## src/rtl/mem_arbiter_if.sv

```systemverilog
// rtl/mem_arbiter_if.sv - requestor and memory bus bundle for mem_arbiter
// Ports carried:
//   req_val/req_rdy/req_addr/req_fcn/req_wdata/req_wmask  per-port request channel
//   resp_val/resp_rdata                                    per-port response, shared data
//   mem_req_val/mem_req_rdy/mem_req_addr/mem_req_fcn/
//   mem_req_wdata/mem_req_wmask                            forwarded memory request
//   mem_resp_val/mem_resp_rdata                            memory response
// Modports: slave = arbiter view, master = requestors plus memory model view.
interface mem_arbiter_if #(
  parameter int NPORT = 2,
  parameter int AW    = 32,
  parameter int DW    = 32
);
  logic [NPORT-1:0]        req_val;
  logic [NPORT-1:0]        req_rdy;
  logic [NPORT*AW-1:0]     req_addr;
  logic [NPORT-1:0]        req_fcn;
  logic [NPORT*DW-1:0]     req_wdata;
  logic [NPORT*DW/8-1:0]   req_wmask;
  logic [NPORT-1:0]        resp_val;
  logic [DW-1:0]           resp_rdata;
  logic                    mem_req_val;
  logic                    mem_req_rdy;
  logic [AW-1:0]           mem_req_addr;
  logic                    mem_req_fcn;
  logic [DW-1:0]           mem_req_wdata;
  logic [DW/8-1:0]         mem_req_wmask;
  logic                    mem_resp_val;
  logic [DW-1:0]           mem_resp_rdata;

  modport slave (
    input  req_val, req_addr, req_fcn, req_wdata, req_wmask,
    input  mem_req_rdy, mem_resp_val, mem_resp_rdata,
    output req_rdy, resp_val, resp_rdata,
    output mem_req_val, mem_req_addr, mem_req_fcn, mem_req_wdata, mem_req_wmask
  );

  modport master (
    output req_val, req_addr, req_fcn, req_wdata, req_wmask,
    output mem_req_rdy, mem_resp_val, mem_resp_rdata,
    input  req_rdy, resp_val, resp_rdata,
    input  mem_req_val, mem_req_addr, mem_req_fcn, mem_req_wdata, mem_req_wmask
  );
endinterface

```

## src/rtl/mem_arbiter.sv

```systemverilog
// rtl/mem_arbiter.sv - round-robin N-port memory arbiter with in-order response routing
// Ports:
//   clk          rising-edge clock
//   rst          asynchronous active-low reset
//   bus          mem_arbiter_if.slave: requestor channels and memory channel
//   outstanding  number of accepted requests still awaiting a response
//   err_orphan   sticky: a memory response arrived with nothing outstanding
module mem_arbiter #(
  parameter int NPORT = 2,
  parameter int AW    = 32,
  parameter int DW    = 32,
  parameter int DEPTH = 4
) (
  input  logic                   clk,
  input  logic                   rst,
  mem_arbiter_if.slave           bus,
  output logic [$clog2(DEPTH):0] outstanding,
  output logic                   err_orphan
);

  localparam int PW  = $clog2(NPORT);
  localparam int FAW = $clog2(DEPTH);
  localparam int CW  = FAW + 1;
  localparam logic [PW:0]   NPL    = (PW+1)'(NPORT);
  localparam logic [CW-1:0] DEPTHL = CW'(DEPTH);

  logic [PW-1:0]  ptr;
  logic [PW-1:0]  g;
  logic [PW-1:0]  ptr_nxt;
  logic [PW-1:0]  head;
  logic [PW-1:0]  tags [DEPTH];
  logic [FAW-1:0] wptr;
  logic [FAW-1:0] rptr;
  logic [CW-1:0]  count;
  logic           full;
  logic           empty;
  logic           push;
  logic           pop;
  logic           orphan;
  logic           found;
  logic [PW:0]    sum;
  logic [PW:0]    nsum;

  logic [AW-1:0]   addr_a  [NPORT];
  logic [DW-1:0]   wdata_a [NPORT];
  logic [DW/8-1:0] wmask_a [NPORT];

  for (genvar i = 0; i < NPORT; i++) begin : g_unpack
    assign addr_a[i]  = bus.req_addr[i*AW +: AW];
    assign wdata_a[i] = bus.req_wdata[i*DW +: DW];
    assign wmask_a[i] = bus.req_wmask[i*(DW/8) +: DW/8];
  end

  // Full is judged on the registered count, so a same-cycle pop never frees a slot early.
  assign full        = (count == DEPTHL);
  assign empty       = (count == '0);
  assign outstanding = count;

  // Round-robin search starting at ptr, wrapping modulo NPORT.
  always_comb begin
    g     = ptr;
    found = 1'b0;
    sum   = '0;
    for (int k = 0; k < NPORT; k++) begin
      sum = {1'b0, ptr} + (PW+1)'(k);
      if (sum >= NPL) sum = sum - NPL;
      if (!found && bus.req_val[sum[PW-1:0]]) begin
        g     = sum[PW-1:0];
        found = 1'b1;
      end
    end
  end

  always_comb begin
    nsum    = {1'b0, g} + (PW+1)'(1);
    ptr_nxt = (nsum == NPL) ? '0 : nsum[PW-1:0];
  end

  assign bus.mem_req_val   = rst && (|bus.req_val) && !full;
  assign bus.mem_req_addr  = addr_a[g];
  assign bus.mem_req_fcn   = bus.req_fcn[g];
  assign bus.mem_req_wdata = wdata_a[g];
  assign bus.mem_req_wmask = wmask_a[g];

  always_comb begin
    bus.req_rdy = '0;
    if (rst && bus.mem_req_rdy && !full && bus.req_val[g]) bus.req_rdy[g] = 1'b1;
  end

  assign push   = bus.mem_req_val && bus.mem_req_rdy;
  assign head   = tags[rptr];
  assign pop    = rst && bus.mem_resp_val && !empty;
  assign orphan = rst && bus.mem_resp_val && empty;

  // Responses are routed to the oldest tag with no added latency.
  always_comb begin
    bus.resp_val = '0;
    if (pop) bus.resp_val[head] = 1'b1;
  end

  assign bus.resp_rdata = bus.mem_resp_rdata;

  // Tag storage needs no reset: entries are only read behind a valid count.
  always_ff @(posedge clk) begin
    if (push) tags[wptr] <= g;
  end

  always_ff @(posedge clk or negedge rst) begin
    if (!rst) begin
      ptr        <= '0;
      wptr       <= '0;
      rptr       <= '0;
      count      <= '0;
      err_orphan <= 1'b0;
    end else begin
      if (push) begin
        wptr <= wptr + FAW'(1);
        ptr  <= ptr_nxt;
      end
      if (pop) rptr <= rptr + FAW'(1);
      case ({push, pop})
        2'b10:   count <= count + CW'(1);
        2'b01:   count <= count - CW'(1);
        default: count <= count;
      endcase
      if (orphan) err_orphan <= 1'b1;
    end
  end

endmodule
```

## src/flat_wrapper.sv

```systemverilog
// flat-port wrapper written by rule: the top's interface ports become plain ports
module mem_arbiter_flat 
#(
  parameter int NPORT = 2,
  parameter int AW    = 32,
  parameter int DW    = 32,
  parameter int DEPTH = 4
)
  (clk, rst, outstanding, err_orphan, bus_req_val, bus_req_addr, bus_req_fcn, bus_req_wdata, bus_req_wmask, bus_mem_req_rdy, bus_mem_resp_val, bus_mem_resp_rdata, bus_req_rdy, bus_resp_val, bus_resp_rdata, bus_mem_req_val, bus_mem_req_addr, bus_mem_req_fcn, bus_mem_req_wdata, bus_mem_req_wmask);
  mem_arbiter_if #(.NPORT(NPORT), .AW(AW), .DW(DW)) bus_i ();
  input  logic clk;
  input  logic rst;
  output logic [$clog2(DEPTH):0] outstanding;
  output logic err_orphan;
  input wire logic [$bits(bus_i.req_val)-1:0] bus_req_val;
  input wire logic [$bits(bus_i.req_addr)-1:0] bus_req_addr;
  input wire logic [$bits(bus_i.req_fcn)-1:0] bus_req_fcn;
  input wire logic [$bits(bus_i.req_wdata)-1:0] bus_req_wdata;
  input wire logic [$bits(bus_i.req_wmask)-1:0] bus_req_wmask;
  input wire logic [$bits(bus_i.mem_req_rdy)-1:0] bus_mem_req_rdy;
  input wire logic [$bits(bus_i.mem_resp_val)-1:0] bus_mem_resp_val;
  input wire logic [$bits(bus_i.mem_resp_rdata)-1:0] bus_mem_resp_rdata;
  output wire logic [$bits(bus_i.req_rdy)-1:0] bus_req_rdy;
  output wire logic [$bits(bus_i.resp_val)-1:0] bus_resp_val;
  output wire logic [$bits(bus_i.resp_rdata)-1:0] bus_resp_rdata;
  output wire logic [$bits(bus_i.mem_req_val)-1:0] bus_mem_req_val;
  output wire logic [$bits(bus_i.mem_req_addr)-1:0] bus_mem_req_addr;
  output wire logic [$bits(bus_i.mem_req_fcn)-1:0] bus_mem_req_fcn;
  output wire logic [$bits(bus_i.mem_req_wdata)-1:0] bus_mem_req_wdata;
  output wire logic [$bits(bus_i.mem_req_wmask)-1:0] bus_mem_req_wmask;
  assign bus_i.req_val = bus_req_val;
  assign bus_i.req_addr = bus_req_addr;
  assign bus_i.req_fcn = bus_req_fcn;
  assign bus_i.req_wdata = bus_req_wdata;
  assign bus_i.req_wmask = bus_req_wmask;
  assign bus_i.mem_req_rdy = bus_mem_req_rdy;
  assign bus_i.mem_resp_val = bus_mem_resp_val;
  assign bus_i.mem_resp_rdata = bus_mem_resp_rdata;
  assign bus_req_rdy = bus_i.req_rdy;
  assign bus_resp_val = bus_i.resp_val;
  assign bus_resp_rdata = bus_i.resp_rdata;
  assign bus_mem_req_val = bus_i.mem_req_val;
  assign bus_mem_req_addr = bus_i.mem_req_addr;
  assign bus_mem_req_fcn = bus_i.mem_req_fcn;
  assign bus_mem_req_wdata = bus_i.mem_req_wdata;
  assign bus_mem_req_wmask = bus_i.mem_req_wmask;
  mem_arbiter #(.NPORT(NPORT), .AW(AW), .DW(DW), .DEPTH(DEPTH)) u_core (.clk(clk), .rst(rst), .bus(bus_i), .outstanding(outstanding), .err_orphan(err_orphan));
endmodule
```

## config.mk

```make
export PLATFORM = sky130hd
export DESIGN_NAME = mem_arbiter_flat
export DESIGN_NICKNAME = d
export VERILOG_FILES = /design/src/rtl/mem_arbiter_if.sv /design/src/rtl/mem_arbiter.sv /design/src/flat_wrapper.sv
export SDC_FILE = /design/constraint.sdc
export NUM_CORES = 1
export LEC_CHECK = 0
export ABC_AREA = 1
export BUFFER_PORTS_ARGS = -buffer_cell sky130_fd_sc_hd__buf_2
export CAP_MARGIN = 20
export CORE_AREA = 2 2 112 114
export CTS_BUF_LIST = sky130_fd_sc_hd__clkbuf_8
export DETAILED_ROUTE_END_ITERATION = 12
export DIE_AREA = 0 0 114 116
export MAX_ROUTING_LAYER = met4
export SLEW_MARGIN = 10
export SYNTH_ARGS = -nofsm -noshare
export SYNTH_HDL_FRONTEND = slang
export SYNTH_SLANG_ARGS = --single-unit
```

## constraint.sdc

```tcl
create_clock -name clk -period 2.85 [get_ports clk]
set_clock_uncertainty 0.05 [all_clocks]
set_input_delay 0.1425 -clock clk [delete_from_list [all_inputs] [get_ports clk]]
set_output_delay 0.1425 -clock clk [all_outputs]
set_load 0.03 [all_outputs]
```

Word level (Yosys, flattened, before mapping). Memories as Yosys holds them, arrays and structs flattened. Cells that the tools add are included.

Reductions and logical operators: 18. Equal/unequal tests: 4. $add $sub $neg: 8. Bitwise operators: 1. Order comparisons: 9. Mux-type cells: 32.

Operator list (number): two-way mux 32 bit (6); two-way mux 1 bit (18); logical AND 1 bit (12); two-way mux 4 bit (3); less-than comparator 1 x 2 -> 1 bit (second input constant) (4); case mux 3 bit (2 select lines) (1); adder 1 x 1 -> 2 bit (second input constant) (2); adder 2 x 1 -> 2 bit (second input constant) (2); == test 2 bit (second input constant) (2); greater-or-equal comparator 2 bit (second input constant) (2); two-way mux 2 bit (2); adder 3 x 1 -> 3 bit (second input constant) (1); == test 3 bit (second input constant) (1); zero test 1 bit (3); zero test 3 bit (1); subtractor 3 x 1 -> 3 bit (second input constant) (1); demux 1 bit (select 1 bit) (2); == test 2 x 1 -> 1 bit (second input constant) (1); greater-or-equal comparator 1 bit (second input constant) (2); greater-or-equal comparator 1 x 2 -> 1 bit (second input constant) (1); NOT 1 -> 2 bit (1); nonzero test 2 bit (1); OR reduction 2 bit (1); subtractor 1 bit (second input constant) (2).

Memory bits (writable): 4. Logic and storage cells: 78. Register bits: 9. Memories: 1.

Memories: u_core.tags (depth 4, width 1, read ports 1, clocked after Yosys merged registers in 0, write ports 1, line mem_arbiter.sv:31) `logic [PW-1:0] tags [DEPTH];`.

Longest topological paths before layout.
Depth in word-level cells: 13. Mapped depth: 11. Mapped depth without buffers: 11.

Least setup slack after synthesis. No wires, ideal clock.

Path kind: register to register. Start point: reg u_core.count[0], in the netlist u_core.outstanding[0]. End point: reg u_core.count[2], in the netlist u_core.outstanding[2]. Path slack: 0.731 ns. Arrival: 1.951 ns. Data required time: 2.682 ns. Cell stages (with the launch flop): 10. Buffers on the path: 0. Cells stage by stage: dfrtp_1 > inv_1 > nand3_1 > nand3_4 > ha_1 > inv_1 > fa_1 > or2_2 > nand4_1 > nand2_1.

Longest elaborated chain between the ends: 6. Elaborated cells on any way between the ends: 13. Classes of those cells: add/sub: 2; eq/ne: 3; mux: 1; reduce/logical: 7.

Ends and longest elaborated chain: start, declared (line mem_arbiter.sv:34) `logic [CW-1:0] count;`; start signal, assigned (line mem_arbiter.sv:122) `2'b10: count <= count + CW'(1);`; start signal, assigned (line mem_arbiter.sv:123) `2'b01: count <= count - CW'(1);`; start signal, assigned (line mem_arbiter.sv:124) `default: count <= count;`; == test 3 bit (line mem_arbiter.sv:55) `assign full = (count == DEPTHL);`; zero test 1 bit (line mem_arbiter.sv:79) `assign bus.mem_req_val = rst && (|bus.req_val) && !full;`; logical AND 1 bit (line mem_arbiter.sv:79); logical AND 1 bit (line mem_arbiter.sv:90) `assign push = bus.mem_req_val && bus.mem_req_rdy;`; == test 2 x 1 -> 1 bit / == test 2 bit (equally long branches) (line mem_arbiter.sv:121) `case ({push, pop})`; case mux 3 bit (2 select lines) / nonzero test 2 bit (equally long branches).

Several ways; a longest one is shown, not always the timed one. A chain may end at the register's enable or synchronous reset.

Final worst setup path.
Start point: in rst. End point: reg u_core.count[2], in the netlist u_core.outstanding[2].

Elaborated cells on any way between the ends: 9. Classes of those cells: eq/ne: 2; mux: 1; reduce/logical: 6.

RTL lines: start, declared (line flat_wrapper.sv:12) `input logic rst;`; logical AND 1 bit * (2 in a row) (line mem_arbiter.sv:92) `assign pop = rst && bus.mem_resp_val && !empty;`; named net u_core.pop (line mem_arbiter.sv:38) `logic pop;`; == test 2 x 1 -> 1 bit / == test 2 bit (equally long branches) (line mem_arbiter.sv:121); case mux 3 bit (2 select lines) / nonzero test 2 bit (equally long branches).

The timed path passes the listed nets; every way through them passes the cells marked *.

==> flow_summary_export.csv <==
group,metric,value,unit
outcome,outcome,"completed",
clocking,clock-root-buffer,"clkbuf_8",
grt,grt_max_degree,74,
yosys,yosys.area.top_type,"nand2_1",
yosys,yosys.cell_types.count,22,
grt,grt-ovfl-total,0,
critical_path,slowest_stage,"dlygate4sd3_1",
clocking,cts-resized-gates,0,
clocking,postCtsSetupBuffers,0,
yosys,ys_seq_area_share,18.2,%
timing,grt_setup_unrepaired,"false",
floorplan,core,11900,um^2
critical_path,required,2.94,ns
yosys,synth_area,1890,um^2
critical_path,cp_max_fo,12,
grt,gr-usage-all-layers,9.20,%
critical_path,slowest_delay,0.52,ns
timing,slew_viol_final,0,
critical_path,critPathKind,"in -> reg",
yosys,synthCells,343,
floorplan,initial_core_util,15.9,%
timing,fin_crit_sh,78.9,%
detailed_routing,drt_iter0_drc,98,
grt,grt_pass1_wl,9510,um
yosys,syn_nets,525,
floorplan,die_area,13200,um^2
timing,timing.fmax,445,MHz
detailed_routing,wl,6950,um
placement,gp_congestion,0.753,
detailed_routing,viasPerCell,3.82,
yosys,syn_avg_cell_area,5.52,um^2
clocking,clkTransAtPathRegs,0.05,ns
layout,regArea,345,um^2
placement,dpl.hpwl,5820,um
yosys,ys_top_cells_by_area,"nand2_1 (46%), buf_4 (13%), dfrtp_1 (12%), edfxtp_1 (6.3%), buf_6 (4.2%)",
grt,grt_pass1_vias,2104,
power,pwr-share-comb,76.6,%
layout,diodes,0,
layout,drive_gt1_share,43.9,%
layout,final_common_cell,"nand2_1",
power,p_sw_share,60.4,%
yosys,synthFlopType,"dfrtp_1",
power,ir_drop,0.201,mV
timing,whs,0.130,ns
timing,tightest_slew,0.516,ns
clocking,cts_tree,"built",
power,power_frac_seq,15.6,%
floorplan,rows,40,
detailed_routing,dr.pass1.iters,4,
power,power.density,716,nW/um^2
layout,nNetsFinal,707,
detailed_routing,drc_errors,0,
yosys,synthArstFlopShare,69.2,%
timing,min_period,2.25,ns
floorplan,die_h,116,um
power,p_sw,1.25,mW
clocking,clk_path_buf_depth,2,
clocking,clock_latency,0.24,ns
critical_path,cp-start-kind,"primary input",
floorplan,io_pins,286,
run,drv_cap,0,
timing,finalSetupTns,0,ns
power,leakagePower,1.94,nW
critical_path,end_kind,"flop",
critical_path,worstPathCellList,"dlygate4sd3_1, buf_2, nand2_1, inv_1, nand2_1, inv_1, ha_1, inv_1, fa_1, or2_2, nand4_1, nand2_1",
power,clockPowerShare,7.9,%
layout,nFillCells,1348,
clocking,ctsHoldBuffers,1,
detailed_routing,vias,2560,
hold_path,hold_class,"in -> reg",
layout,syn_to_final_growth,52.8,%
yosys,synth-edff-count,4,
placement,placed_cells,666,
clocking,numCtsBuffers,3,
floorplan,fp.dieW,114,um
yosys,yosys_warnings,0,
timing,setup_viol,0,
clocking,htree_num_levels,1,
placement,port_buffers,221,
grt,antenna_found_initial,0,
clocking,clkSinkCount,13,
detailed_routing,ant_nets,0,
critical_path,cp.arrival,2.33,ns
yosys,ys_ff_latch,13,
layout,fin_cells,671,
timing,max_slew_margin,65.6,%
power,intPower,0.821,mW
yosys,yosys.area.top_type_share,46.0,%
layout,multi_input_area,1110,um^2
layout,layout_common_cells,"nand2_1 (232), buf_2 (221), inv_1 (19)",
timing,hold_viol,0,
detailed_routing,wire_per_inst,10.4,um
## metal layers
metal / up-vias / GRT usage, % / part of all wire [%]
li1: 1353 / - / -
met4: 0 / 3.17 / 2.7
met2: 146 / 15.9 / 49
met5: - / - / 0
met1: 1041 / 10.2 / 38
met3: 20 / 2.56 / 9.9
## area by class of cell
cell class / count / area share (%)
inverter: 19 / 2.64
clock buffer: 3 / 1.43
sequential: 13 / 11.9
clock inverter: 1 / 0.130
tap: 147 / 6.35
multi-input combinational: 264 / 38.5
timing repair buffer: 224 / 39.1
## power by group through the flow
stage / logic [mW] / clock network [mW] / registers, mW
6_report: 1.59 / 0.163 / 0.323
3_3_place_gp: 1.61 / 0 / 0.325
2_1_floorplan: 1.20 / 0 / 0.366
4_1_cts: 1.61 / 0.168 / 0.323
3_5_place_dp: 1.60 / 0 / 0.326
5_1_grt: 1.74 / 0.180 / 0.335
## cells by family after synthesis
group / Yosys count / share of synthesized area [%]
xor+xnor: 2 / 0.925
fa+ha+maj: 6 / 4.36
buf+inv: 66 / 23.0
simple gates: 251 / 52.0
compound gates: 5 / 1.45
flops: 13 / 18.2
## per-stage QoR
step / power, mW / utilization, % / cell area, um^2 / worst slack [ns]
floorplan: 1.57 / - / 1890 / 0.731
CTS: 2.10 / 24.3 / 2900 / 0.595
detailed placement: 1.93 / 23.8 / 2840 / 0.783
finish: 2.07 / 24.3 / 2900 / 0.601
global placement: 1.93 / 23.8 / 2840 / 0.806
global route: 2.26 / 24.3 / 2900 / 0.428
## registers in the layout, indices dropped and copies added, names as in the netlist
signal / count
u_core.tags: 4
u_core.err_orphan: 1
u_core.ptr: 1
u_core.rptr: 2
u_core.outstanding: 3
u_core.wptr: 2
## cell usage after synthesis, types with 2 or more instances
| master | n |
|---|---|
| nand4_1 | 4 |
| ha_1 | 5 |
| inv_1 | 18 |
| buf_6 | 7 |
| nor2_1 | 6 |
| buf_4 | 32 |
| a21oi_1 | 2 |
| buf_2 | 8 |
| nand3_1 | 4 |
| xnor2_1 | 2 |
| o21ai_0 | 2 |
| edfxtp_1 | 4 |
| dfrtp_1 | 9 |
| nand2_1 | 232 |
## worst paths after layout
path	start	end	slack, ns	cells past startpoint
min	bus_mem_resp_val	u_core.err_orphan$_DFFE_PN0P_	0.13	3
max in group asynchronous	rst	u_core.outstanding[2]$_DFFE_PN0P_	2.30	2
min reg2reg	u_core.outstanding[0]$_DFFE_PN0P_	u_core.outstanding[0]$_DFFE_PN0P_	0.45	1
max reg2reg	u_core.outstanding[0]$_DFFE_PN0P_	u_core.outstanding[2]$_DFFE_PN0P_	0.78	9
min in group asynchronous	rst	u_core.wptr[0]$_DFFE_PN0P_	0.25	2
max	rst	u_core.outstanding[2]$_DFFE_PN0P_	0.60	12
## worst max-delay path, delay by kind of cell
family        cells  cell delay [ns]
fa+ha+maj         2             0.52
buf+inv           5             1.02
simple gates      5             0.65
(Power assumes the default switching activity.)
